## src/rtl/text_cursor_writer.sv

```systemverilog
// text_cursor_writer
// Turns a byte-wide console stream into cell writes for the character
// processor's text buffer. It tracks an 80x30 cursor, writes printable
// glyphs, and handles newline, carriage return, backspace and form feed.
//
// Optional feature macro: TEXT_WRAP_CLEAR_EN
//   When defined, every row advance (newline or column overflow) blanks the
//   newly entered row through the CLR_LINE state. When undefined, row
//   advances only move the cursor and the CLR_LINE state is not built.
//
// Write port timing: new_char/waddr/text_en are registered. A byte accepted
// on edge N presents its first write in the cycle after edge N. Multi-cycle
// clears then stream one blank per cycle with no gaps, and char_ready is
// raised so that a byte accepted in the first ready cycle follows the last
// blank write directly.

module text_cursor_writer #(
  parameter int unsigned COLS        = 80,
  parameter int unsigned ROWS        = 30,
  parameter logic [3:0]  BLANK_GLYPH = 4'h0
) (
  input  logic        clk,
  input  logic        rst,
  input  logic [7:0]  char_in,
  input  logic        char_valid,
  output logic        char_ready,
  output logic [3:0]  new_char,
  output logic [11:0] waddr,
  output logic        text_en,
  output logic [6:0]  cursor_col,
  output logic [4:0]  cursor_row,
  output logic        busy
);

  // State encoding kept as plain constants for legacy tool compatibility.
  localparam logic [1:0] ST_IDLE       = 2'd0;
`ifdef TEXT_WRAP_CLEAR_EN
  localparam logic [1:0] ST_CLR_LINE   = 2'd1;
`endif
  localparam logic [1:0] ST_CLR_SCREEN = 2'd2;

  // Geometry constants at the widths used in the datapath.
  localparam logic [6:0]  LAST_COL  = 7'(COLS - 1);
  localparam logic [4:0]  LAST_ROW  = 5'(ROWS - 1);
  localparam logic [11:0] COLS_W    = 12'(COLS);
  localparam logic [11:0] LAST_CELL = 12'(COLS * ROWS - 1);

  // Control bytes understood by the decoder.
  localparam logic [7:0] BYTE_NL = 8'h0A;
  localparam logic [7:0] BYTE_CR = 8'h0D;
  localparam logic [7:0] BYTE_BS = 8'h08;
  localparam logic [7:0] BYTE_FF = 8'h0C;

  // Printable ASCII range that produces a glyph write.
  function automatic logic is_printable(input logic [7:0] b);
    return (b >= 8'h20) && (b <= 8'h7E);
  endfunction

  // Registered state.
  logic [1:0]  state_r;
  logic        ready_r;
  logic [6:0]  col_r;
  logic [4:0]  row_r;
  logic [11:0] base_r;      // row_r * COLS, maintained incrementally
  logic [11:0] clr_addr_r;  // next address to blank during a screen clear
  logic [3:0]  new_char_r;
  logic [11:0] waddr_r;
  logic        text_en_r;
`ifdef TEXT_WRAP_CLEAR_EN
  logic [6:0]  clr_col_r;   // next column to blank during a line clear
  logic [6:0]  clr_col_nxt_s;
`endif

  // Next-state values.
  logic [1:0]  state_nxt_s;
  logic        ready_nxt_s;
  logic [6:0]  col_nxt_s;
  logic [4:0]  row_nxt_s;
  logic [11:0] base_nxt_s;
  logic [11:0] clr_addr_nxt_s;
  logic [3:0]  new_char_nxt_s;
  logic [11:0] waddr_nxt_s;
  logic        text_en_nxt_s;

  // Helper values derived from the current cursor.
  logic        accept_s;
  logic [11:0] cell_s;
  logic [11:0] adv_base_s;
  logic [4:0]  adv_row_s;

  assign accept_s = char_valid & ready_r;
  assign cell_s   = base_r + {5'd0, col_r};

  // Row advance target: wrap to row 0 from the last row, no scrolling.
  always_comb begin
    if (row_r == LAST_ROW) begin
      adv_row_s  = 5'd0;
      adv_base_s = 12'd0;
    end else begin
      adv_row_s  = row_r + 5'd1;
      adv_base_s = base_r + COLS_W;
    end
  end

  // Byte decode, clear sequencing and next write-port values.
  always_comb begin
    state_nxt_s    = state_r;
    col_nxt_s      = col_r;
    row_nxt_s      = row_r;
    base_nxt_s     = base_r;
    clr_addr_nxt_s = clr_addr_r;
`ifdef TEXT_WRAP_CLEAR_EN
    clr_col_nxt_s  = clr_col_r;
`endif
    new_char_nxt_s = new_char_r;
    waddr_nxt_s    = waddr_r;
    text_en_nxt_s  = 1'b0;

    case (state_r)
      ST_IDLE: begin
        if (accept_s) begin
          if (is_printable(char_in)) begin
            text_en_nxt_s  = 1'b1;
            waddr_nxt_s    = cell_s;
            new_char_nxt_s = char_in[3:0];
            if (col_r == LAST_COL) begin
              col_nxt_s  = 7'd0;
              row_nxt_s  = adv_row_s;
              base_nxt_s = adv_base_s;
`ifdef TEXT_WRAP_CLEAR_EN
              // Blanks start in the cycle after the glyph write.
              state_nxt_s   = ST_CLR_LINE;
              clr_col_nxt_s = 7'd0;
`endif
            end else begin
              col_nxt_s = col_r + 7'd1;
            end
          end else begin
            case (char_in)
              BYTE_NL: begin
                col_nxt_s  = 7'd0;
                row_nxt_s  = adv_row_s;
                base_nxt_s = adv_base_s;
`ifdef TEXT_WRAP_CLEAR_EN
                // First blank goes out right away; the rest follow in CLR_LINE.
                text_en_nxt_s  = 1'b1;
                waddr_nxt_s    = adv_base_s;
                new_char_nxt_s = BLANK_GLYPH;
                state_nxt_s    = ST_CLR_LINE;
                clr_col_nxt_s  = 7'd1;
`endif
              end
              BYTE_CR: begin
                col_nxt_s = 7'd0;
              end
              BYTE_BS: begin
                if (col_r != 7'd0) begin
                  col_nxt_s      = col_r - 7'd1;
                  text_en_nxt_s  = 1'b1;
                  waddr_nxt_s    = cell_s - 12'd1;
                  new_char_nxt_s = BLANK_GLYPH;
                end else begin
                  col_nxt_s = col_r;
                end
              end
              BYTE_FF: begin
                // Cell 0 is blanked immediately; CLR_SCREEN continues from 1.
                col_nxt_s      = 7'd0;
                row_nxt_s      = 5'd0;
                base_nxt_s     = 12'd0;
                text_en_nxt_s  = 1'b1;
                waddr_nxt_s    = 12'd0;
                new_char_nxt_s = BLANK_GLYPH;
                state_nxt_s    = ST_CLR_SCREEN;
                clr_addr_nxt_s = 12'd1;
              end
              default: begin
                // Unrecognised control byte: consumed without effect.
                col_nxt_s = col_r;
              end
            endcase
          end
        end else begin
          state_nxt_s = ST_IDLE;
        end
      end

`ifdef TEXT_WRAP_CLEAR_EN
      ST_CLR_LINE: begin
        text_en_nxt_s  = 1'b1;
        waddr_nxt_s    = base_r + {5'd0, clr_col_r};
        new_char_nxt_s = BLANK_GLYPH;
        if (clr_col_r == LAST_COL) begin
          state_nxt_s = ST_IDLE;
        end else begin
          clr_col_nxt_s = clr_col_r + 7'd1;
        end
      end
`endif

      ST_CLR_SCREEN: begin
        text_en_nxt_s  = 1'b1;
        waddr_nxt_s    = clr_addr_r;
        new_char_nxt_s = BLANK_GLYPH;
        if (clr_addr_r == LAST_CELL) begin
          state_nxt_s = ST_IDLE;
        end else begin
          clr_addr_nxt_s = clr_addr_r + 12'd1;
        end
      end

      default: begin
        state_nxt_s = ST_IDLE;
      end
    endcase

    ready_nxt_s = (state_nxt_s == ST_IDLE);
  end

  // State, cursor and write-port registers; reset aborts any clear at once.
  always_ff @(posedge clk or posedge rst) begin
    if (rst) begin
      state_r    <= ST_IDLE;
      ready_r    <= 1'b1;
      col_r      <= 7'd0;
      row_r      <= 5'd0;
      base_r     <= 12'd0;
      clr_addr_r <= 12'd0;
`ifdef TEXT_WRAP_CLEAR_EN
      clr_col_r  <= 7'd0;
`endif
      new_char_r <= 4'h0;
      waddr_r    <= 12'd0;
      text_en_r  <= 1'b0;
    end else begin
      state_r    <= state_nxt_s;
      ready_r    <= ready_nxt_s;
      col_r      <= col_nxt_s;
      row_r      <= row_nxt_s;
      base_r     <= base_nxt_s;
      clr_addr_r <= clr_addr_nxt_s;
`ifdef TEXT_WRAP_CLEAR_EN
      clr_col_r  <= clr_col_nxt_s;
`endif
      new_char_r <= new_char_nxt_s;
      waddr_r    <= waddr_nxt_s;
      text_en_r  <= text_en_nxt_s;
    end
  end

  assign char_ready = ready_r;
  assign busy       = ~ready_r;
  assign new_char   = new_char_r;
  assign waddr      = waddr_r;
  assign text_en    = text_en_r;
  assign cursor_col = col_r;
  assign cursor_row = row_r;

endmodule

```

## config.mk

```make
export PLATFORM = sky130hd
export DESIGN_NAME = text_cursor_writer
export DESIGN_NICKNAME = d
export VERILOG_FILES = /design/src/rtl/text_cursor_writer.sv
export SDC_FILE = /design/constraint.sdc
export NUM_CORES = 1
export LEC_CHECK = 0
export CAP_MARGIN = 10
export CELL_PAD_IN_SITES_DETAIL_PLACEMENT = 0
export CELL_PAD_IN_SITES_GLOBAL_PLACEMENT = 1
export CORE_MARGIN = 1
export CORE_UTILIZATION = 46
export DETAILED_ROUTE_END_ITERATION = 7
export PLACE_DENSITY = 0.89
export SYNTH_ARGS = -nofsm -noshare
export SYNTH_HDL_FRONTEND = slang
export SYNTH_SLANG_ARGS = --single-unit
```

## constraint.sdc

```tcl
create_clock -name clk -period 3.9 [get_ports clk]
set_input_delay 1.17 -clock clk [delete_from_list [all_inputs] [get_ports clk]]
set_output_delay 1.17 -clock clk [all_outputs]
set_load 0.005 [all_outputs]
```

==> results of run 1 <==
## critical path, delay by kind of cell
family          cells  cell delay, ns
buf+inv             1            0.61
simple gates        2            0.30
compound gates      4            1.17
xor+xnor            1            0.17
## per-layer routing
| layer | vias up | global-route usage | part of all wire |
|---|---|---|---|
| li1 | 1675 | - | - |
| met1 | 1569 | 0.2971 | 0.48 |
| met2 | 79 | 0.3501 | 0.47 |
| met3 | 4 | 0.03151 | 0.049 |
| met4 | 0 | 0.04948 | 0.0054 |
| met5 | - | 0 | 0 |
## per-stage QoR
| step | utilization | instances | setup WS (ns) | hold slack (ns) | total power, mW |
|---|---|---|---|---|---|
| floorplan | - | 440 | 0.9413 | 0.4642 | 1.687 |
| global placement | 0.5490 | 571 | 0.3889 | 0.4875 | 2.035 |
| detailed placement | 0.5490 | 571 | 0.3311 | 0.5003 | 2.053 |
| CTS | 0.5609 | 579 | 0.6609 | 0.5271 | 2.392 |
| global route | 0.5609 | 579 | 0.4706 | 0.5678 | 2.577 |
| finish | 0.5609 | 579 | 0.6824 | 0.5200 | 2.373 |
## synthesized netlist by cell type (all sizes together), types with 6 or more instances
master / count / area [um2]
nand2: 41 / 156.4
nand3: 20 / 110.1
nor2b: 8 / 50.05
xnor2: 8 / 77.58
clkbuf: 20 / 86.32
nor3: 14 / 70.07
nand2b: 11 / 68.82
inv: 14 / 52.55
dfrtp: 55 / 1376
o21ai: 51 / 266.5
and3: 14 / 88.84
a21oi: 24 / 131.4
a221oi: 6 / 58.80
nor2: 42 / 157.7
ha: 14 / 175.2
nand4: 11 / 75.07
xor2: 8 / 70.07
a31oi: 11 / 68.82
## placed cells by master (no fill, tap or decap), types with 2 or more instances in the layout
master	Yosys	routed
sky130_fd_sc_hd__xnor2_1	7	7
sky130_fd_sc_hd__a31oi_1	11	11
sky130_fd_sc_hd__clkdlybuf4s50_1	0	41
sky130_fd_sc_hd__xor2_1	8	8
sky130_fd_sc_hd__nand3_1	18	18
sky130_fd_sc_hd__nor2b_1	8	8
sky130_fd_sc_hd__a21o_1	5	5
sky130_fd_sc_hd__o21ai_0	50	50
sky130_fd_sc_hd__o221ai_1	3	2
sky130_fd_sc_hd__a221oi_1	5	5
sky130_fd_sc_hd__inv_1	14	13
sky130_fd_sc_hd__or3_1	3	3
sky130_fd_sc_hd__o21a_1	3	3
sky130_fd_sc_hd__clkbuf_8	1	5
sky130_fd_sc_hd__nand4_1	10	10
sky130_fd_sc_hd__a41oi_1	2	2
sky130_fd_sc_hd__o22ai_1	4	4
sky130_fd_sc_hd__a221o_1	3	3
sky130_fd_sc_hd__nor2_1	42	42
sky130_fd_sc_hd__and2_1	3	3
sky130_fd_sc_hd__o22a_1	2	2
sky130_fd_sc_hd__o21ba_2	2	2
sky130_fd_sc_hd__a21oi_1	23	23
sky130_fd_sc_hd__nor4b_1	3	3
sky130_fd_sc_hd__and3_1	13	13
sky130_fd_sc_hd__ha_1	14	14
sky130_fd_sc_hd__buf_4	0	12
sky130_fd_sc_hd__clkinvlp_4	0	2
sky130_fd_sc_hd__dfrtp_1	55	55
sky130_fd_sc_hd__nand2b_1	11	11
sky130_fd_sc_hd__nand3_2	2	2
sky130_fd_sc_hd__nor3_1	14	14
sky130_fd_sc_hd__o2111ai_1	2	2
sky130_fd_sc_hd__nand2_1	40	40
sky130_fd_sc_hd__o31ai_1	4	4
## registers in the layout, summed over array words and instances (netlist names)
name	cells
clr_addr_r	12
waddr	12
cursor_row	5
base_r	12
text_en	1
state_r	2
char_ready	1
cursor_col	7
new_char	4
## power breakdown
group,switching (mW),internal (mW)
logic,0.561,0.565
registers,0.199,0.719
clock network,0.201,0.128
## layout make-up
| cell class | instances | area (um2) | area share |
|---|---|---|---|
| Clock buffer | 5 | 68.82 | 0.01571 |
| Clock inverter | 3 | 23.77 | 0.005429 |
| Inverter | 14 | 52.55 | 0.01200 |
| Multi-Input combinational cell | 345 | 2183 | 0.4986 |
| Sequential cell | 56 | 1403 | 0.3203 |
| Tap cell | 102 | 127.6 | 0.02914 |
| Timing Repair Buffer | 54 | 520.5 | 0.1189 |
## logic make-up (layout without fill, tap and decap cells)
group                      after synthesis  after routing  share of synthesized area
buffers and inverters                   39             76                    0.04474
other                                    1              1                   0.001001
AOI/OAI and AO/OA                      134            134                     0.2407
xor gates and xnor gates                16             16                    0.03940
DFF                                     56             56                     0.3743
and+or+nand+nor                        177            177                     0.2421
adders and majority gates               15             15                    0.05209
muxes                                    2              2                   0.005676
## worst max-delay path by stage
| stage | from | end | cells after the start |
|---|---|---|---|
| 6_report | char_in[1] | waddr[8]$_DFFE_PP0P_ | 8 |
| 5_1_grt | char_in[1] | waddr[11]$_DFFE_PP0P_ | 8 |
| 4_1_cts | char_in[1] | waddr[8]$_DFFE_PP0P_ | 8 |
| 3_5_place_dp | char_in[1] | waddr[8]$_DFFE_PP0P_ | 8 |
| 3_3_place_gp | char_in[1] | waddr[8]$_DFFE_PP0P_ | 8 |
| 2_1_floorplan | char_in[1] | waddr[8]$_DFFE_PP0P_ | 8 |
==> metrics.md, run 1 <==
| Metric | Value |
|---|---|
| Run status | `complete, no violations` |
| Worst slew margin relative to its limit | `0.5902` |
| Fillcell total | `743` |
| Die Y | `92.26 um` |
| Design Area, Final | `4379 um2` |
| Number of buffers inserted during clock tree synthesis | `5` |
| Largest stage delay, worst path | `0.61 ns` |
| Gp weighted congestion | `0.8433` |
| Share of the yosys chip area belonging to registers | `0.3743` |
| Worst min-delay path class | `reg -> reg` |
| Final count of negative-setup-slack endpoints | `0` |
| Distinct cell type count after synthesis | `68` |
| Core region area | `7807 um2` |
| Startpoint-to-endpoint class of the critical path | `in -> reg` |
| Average size of a mapped cell | `8.517 um2` |
| Clock Latency Late Sink | `0.31 ns` |
| Area Growth Syn to Fin | `16.86%` |
| Final number of hold-violating endpoints | `0` |
| Most frequently used flop master after synthesis | `sky130_fd_sc_hd__dfrtp_1` |
| GRT Residual Overflow | `0` |
| Horizontal die dimension | `92.26 um` |
| Peak ir drop on the vdd network | `0.0003820 V` |
| Post-CTS clock slew at the launch and capture registers of the worst setup and hold paths | `0.11 ns` |
| Actual transition at the worst max-transition pin | `0.6103 ns` |
| Total Wirelength | `8.570 mm` |
| Flops & latches, synth | `56` |
| Number of violations reported at the end of detailed-routing iteration 0 | `143` |
| Max-cap viol count | `0` |
| Slowest cell on crit path | `sky130_fd_sc_hd__clkdlybuf4s50_1` |
| Critical-path cell list | `clkdlybuf4s50_1, nand4_2, o21ai_4, o2111ai_1, a2111oi_2, nand2_1, xor2_1, a221o_1` |
| Number of search-and-repair iterations in the first detailed-routing pass | `4` |
| Port buffer count | `41` |
| Starting density of the core | `0.4800` |
| Final period utilization | `0.8250` |
| Time the final worst path needs with I/O delays and setup | `3.218 ns` |
| Pin count of the biggest net entering global routing | `57` |
| Share of flip-flops with an asynchronous set or reset after synthesis | `1.000` |
| CP startpoint kind | `primary input` |
| Setup slack of the worst register-to-register path | `0.95 ns` |
| Overall Global Routing Usage | `0.2135` |
| Diodes inserted | `0` |
| Pwr dens | `541.9 nW/um2` |
| Area enclosed by the die boundary | `8511 um2` |
| Worst flop-to-flop path startpoint | `cursor_col[0]$_DFFE_PP0P_` |
| Launch instance of the worst min-delay path | `clr_addr_r[11]$_DFFE_PP0P_` |
| Data required time of the worst path | `4.10 ns` |
| Global-route wire length before repair | `14.79 mm` |
| Initial antenna violation count | `0` |
| Endpoint of the worst hold path | `clr_addr_r[11]$_DFFE_PP0P_` |
| Drt wl/cell | `14.80 um` |
| Vias in the first global route | `3185` |
| Worst-path fanout max | `7` |
| Leakage power | `1.840 nW` |
| Clock Sinks | `56` |
| Final Net Count | `502` |
| Arrival time of the worst setup path | `3.42 ns` |
| Detail Route Antenna Nets | `0` |
| Reg2reg end | `waddr[9]$_DFFE_PP0P_` |
| Post-Route Setup TNS | `0 ns` |
| Ratio of cells with drive above 1 in the final layout | `0.09015` |
| Sum of net half-perimeters after detailed placement | `6.228 mm` |
| Number of cells traversed by the worst hold path | `1` |
| Synthesized cell area | `3747 um2` |
| DRC violations left | `0` |
| Row Count | `32` |
| Number of buffers added to fix hold violations after cts | `0` |
| Number of vias in the routed layout | `3327` |
| Post-CTS Setup Bufs | `0` |
| Kind of end point of the critical path | `register` |
| Placed cell area | `4287 um2` |
| Io pins | `42` |
| Post-detailed-route via-to-cell ratio | `5.746` |
| Post-synth net total | `466` |
| Number of buffers on the longest clock path | `2` |
| Buffer cell driving the clock tree root | `sky130_fd_sc_hd__clkbuf_8` |
| Unrepaired setup endpoints after global routing | `no` |
| Number of enable flip-flop cells after synthesis | `0` |
| Maximum level of the CTS H-tree | `2` |
| Max Clock Skew | `0.008930 ns` |
| Total number of yosys warnings | `0` |
| Clock tree from TritonCTS | `done` |
| Cells resized by post-CTS repair | `0` |
| F_max | `0.3108 GHz` |
| Post-synthesis cell count | `440` |
| Number of pins exceeding their max-slew limit in the final report | `0` |
| Worst R2R Path Depth | `9` |
Note: power is estimated with default switching activity, not from simulation.
==> run 2: changes to the inputs <==
--- a/config.mk
+++ b/config.mk
@@ -9,9 +9,9 @@
 export CELL_PAD_IN_SITES_DETAIL_PLACEMENT = 0
 export CELL_PAD_IN_SITES_GLOBAL_PLACEMENT = 1
 export CORE_MARGIN = 1
-export CORE_UTILIZATION = 46
+export CORE_UTILIZATION = 39
 export DETAILED_ROUTE_END_ITERATION = 7
-export PLACE_DENSITY = 0.89
+export PLACE_DENSITY = 0.81
 export SYNTH_ARGS = -nofsm -noshare
 export SYNTH_HDL_FRONTEND = slang
 export SYNTH_SLANG_ARGS = --single-unit
==> constraint.sdc (replaced) <==
create_clock -name clk -period 2.9 [get_ports clk]
set_input_delay 0.87 -clock clk [delete_from_list [all_inputs] [get_ports clk]]
set_output_delay 0.87 -clock clk [all_outputs]
set_load 0.005 [all_outputs]
==> metrics.md, run 2 (synthesized netlist as in run 1, its figures left out) <==
| Metric | Value |
|---|---|
| Run status | `complete, no violations` |
| Most frequent cells in the layout | `sky130_fd_sc_hd__dfrtp_1 (55), sky130_fd_sc_hd__o21ai_0 (50), sky130_fd_sc_hd__nor2_1 (42), sky130_fd_sc_hd__clkdlybuf4s50_1 (41), sky130_fd_sc_hd__buf_4 (41)` |
| Buffer cell driving the clock tree root | `sky130_fd_sc_hd__clkbuf_8` |
| Final Util | `0.4970 (-0.06386)` |
| Number of vias in the routed layout | `3483 (+4.7%)` |
| Max-cap viol count | `0 (unchanged)` |
| Startpoint-to-endpoint class of the critical path | `reg -> reg` |
| F_max | `0.3594 GHz` |
| Worst slew margin relative to its limit | `0.3827 (-0.2076)` |
| Data required time of the worst path | `3.11 ns (-0.99 ns)` |
| Arrival time of the worst setup path | `3.00 ns (-0.42 ns)` |
| Sum of net half-perimeters after detailed placement | `7.010 mm (+13%)` |
| Leading cell type in the layout, fill and taps excluded | `sky130_fd_sc_hd__dfrtp_1` |
| Global-route wire length before repair | `15.93 mm (+7.7%)` |
| Number of pins exceeding their max-slew limit in the final report | `0 (unchanged)` |
| Clock tree from TritonCTS | `done` |
| Kind of end point of the critical path | `register` |
| Post-CTS clock slew at the launch and capture registers of the worst setup and hold paths | `0.11 ns (about the same)` |
| Post-detailed-route via-to-cell ratio | `5.494 (-4.4%)` |
| Actual transition at the worst max-transition pin | `0.9260 ns (+0.3157 ns)` |
| Launch instance of the worst min-delay path | `base_r[0]$_DFFE_PP0P_` |
| Final period utilization | `0.9594` |
| Number of search-and-repair iterations in the first detailed-routing pass | `4 (unchanged)` |
| Diodes inserted | `0 (unchanged)` |
| Reg2reg end | `waddr[9]$_DFFE_PP0P_` |
| Peak ir drop on the vdd network | `0.0003397 V (-11%)` |
| Gp weighted congestion | `0.8185 (-2.9%)` |
| Clock Latency Late Sink | `0.32 ns (about the same)` |
| Worst flop-to-flop path startpoint | `cursor_col[0]$_DFFE_PP0P_` |
| Number of cells traversed by the worst hold path | `1 (unchanged)` |
| Final count of negative-setup-slack endpoints | `0 (unchanged)` |
| Core region area | `9284 um2 (+19%)` |
| Worst Setup Slack, final | `0.1178 ns (-0.5646 ns)` |
| Die Y | `100.0 um (+8.4%)` |
| Max Clock Skew | `0.01536 ns (+0.006431 ns)` |
| Drt wl/cell | `14.60 um (-1.4%)` |
| Leakage power | `1.974 nW (+7.3%)` |
| Detail Route Antenna Nets | `0 (unchanged)` |
| Number of buffers on the longest clock path | `2 (unchanged)` |
| Pwr dens | `714.4 nW/um2 (+32%)` |
| Area Growth Syn to Fin | `23.14%` |
| Unrepaired setup endpoints after global routing | `yes` |
| Final number of hold-violating endpoints | `0 (unchanged)` |
| Clock Sinks | `56 (unchanged)` |
| Row Count | `35 (+9.4%)` |
| Number of buffers added to fix hold violations after cts | `0 (unchanged)` |
| Horizontal die dimension | `100.0 um (+8.4%)` |
| Post-Route Setup TNS | `0 ns (unchanged)` |
| Initial antenna violation count | `0 (unchanged)` |
| Final Net Count | `530 (+5.6%)` |
| Number of buffers inserted during clock tree synthesis | `5 (unchanged)` |
| Io pins | `42 (unchanged)` |
| Ratio of cells with drive above 1 in the final layout | `0.1386 (+0.04847)` |
| CP startpoint kind | `register` |
| Setup slack of the worst register-to-register path | `0.12 ns (-0.83 ns)` |
| GRT Residual Overflow | `0 (unchanged)` |
| Endpoint of the worst hold path | `base_r[0]$_DFFE_PP0P_` |
| Worst min-delay path class | `reg -> reg` |
| Vias in the first global route | `3428 (+7.6%)` |
| Starting density of the core | `0.4036 (-0.07633)` |
| Worst-path fanout max | `3 (-4)` |
| Maximum level of the CTS H-tree | `2 (unchanged)` |
| DRC violations left | `0 (unchanged)` |
| Non-filler cells in the finished layout | `634 (+9.5%)` |
| Pin count of the biggest net entering global routing | `26 (-54%)` |
| Total Wirelength | `9.254 mm (+8.0%)` |
| Number of violations reported at the end of detailed-routing iteration 0 | `120 (-16%)` |
| Total power draw | `3.297 mW (+39%)` |
| Worst R2R Path Depth | `9 (unchanged)` |
| Post-placement setup slack | `-0.1676 ns (-0.4988 ns)` |
| Cell total after placement | `626 (+9.6%)` |
| Port buffer count | `41 (unchanged)` |
| Time the final worst path needs with I/O delays and setup | `2.782 ns` |
| Overall Global Routing Usage | `0.1962 (-0.01731)` |
| Area enclosed by the die boundary | `10010 um2 (+18%)` |
run 2: cell count changes in the layout (fill, tap and decap cells not counted):
cell	before	now
sky130_fd_sc_hd__o221ai_4	0	1
sky130_fd_sc_hd__clkbuf_1	0	1
sky130_fd_sc_hd__clkinv_4	1	0
sky130_fd_sc_hd__o221ai_2	1	0
sky130_fd_sc_hd__buf_4	12	41
sky130_fd_sc_hd__clkinvlp_4	2	1
sky130_fd_sc_hd__buf_12	1	0
sky130_fd_sc_hd__clkinv_2	0	1
run 2: timing repair:
item | 4_1_cts | 5_1_grt
gates resized for setup | 0 | 1
endpoints found under the setup margin | 0 | 3
setup buffers | 0 | 0
run 2: through the flow:
stage | hold slack, ns | cell area, um2
after floorplan | 0.4642 | 3747
after global placement | 0.4896 | 4518
after detailed placement | 0.4983 | 4518
after CTS | 0.5231 | 4603
after global routing | 0.5423 | 4614
final | 0.5135 | 4614
run 2: routing by layer:
layer / vias to the layer above / global-route usage / wire length (um)
met3: 11 / 0.02994 / 246
met4: 0 / 0.04794 / 112
met5: - / 0 / 0
li1: 1732 / - / -
met2: 49 / 0.3353 / 4361
met1: 1691 / 0.2616 / 4534
run 2: area by class of cell:
class,count,area [um2]
fill,919,4669
inverter,14,52.55
tap,129,161.4
clock buffer,6,72.57
multi-input combinational,345,2195
clock inverter,2,12.51
timing repair buffer,82,718.2
sequential,56,1403
run 2: worst max path at each step:
stage | start | to | slack, ns | cells after the start
finish | cursor_col[0]$_DFFE_PP0P_ | waddr[9]$_DFFE_PP0P_ | 0.12 | 9
floorplan | cursor_col[0]$_DFFE_PP0P_ | waddr[9]$_DFFE_PP0P_ | 0.17 | 9
global route | cursor_col[0]$_DFFE_PP0P_ | waddr[9]$_DFFE_PP0P_ | -0.01 | 9
global placement | char_in[6] | waddr[8]$_DFFE_PP0P_ | -0.12 | 8
detailed placement | char_in[6] | waddr[11]$_DFFE_PP0P_ | -0.17 | 9
CTS | cursor_col[0]$_DFFE_PP0P_ | waddr[9]$_DFFE_PP0P_ | 0.13 | 9
run 2: report_power, final:
group | switching, mW | leakage (nW) | internal [mW]
Clock | 0.259 | 0.0412 | 0.170
Sequential | 0.222 | 0.685 | 0.968
Combinational | 0.839 | 1.25 | 0.840
run 2: worst max-delay path, cell delays in order (launching register included):
cell and delay [ns]:
sky130_fd_sc_hd__dfrtp_1 0.40, sky130_fd_sc_hd__ha_1 0.27, sky130_fd_sc_hd__fa_1 0.43, sky130_fd_sc_hd__a21o_1 0.23, sky130_fd_sc_hd__a21oi_1 0.19, sky130_fd_sc_hd__xnor2_1 0.17, sky130_fd_sc_hd__a2111oi_4 0.34, sky130_fd_sc_hd__nand3_2 0.15
sky130_fd_sc_hd__xor2_1 0.19, sky130_fd_sc_hd__a221o_1 0.32
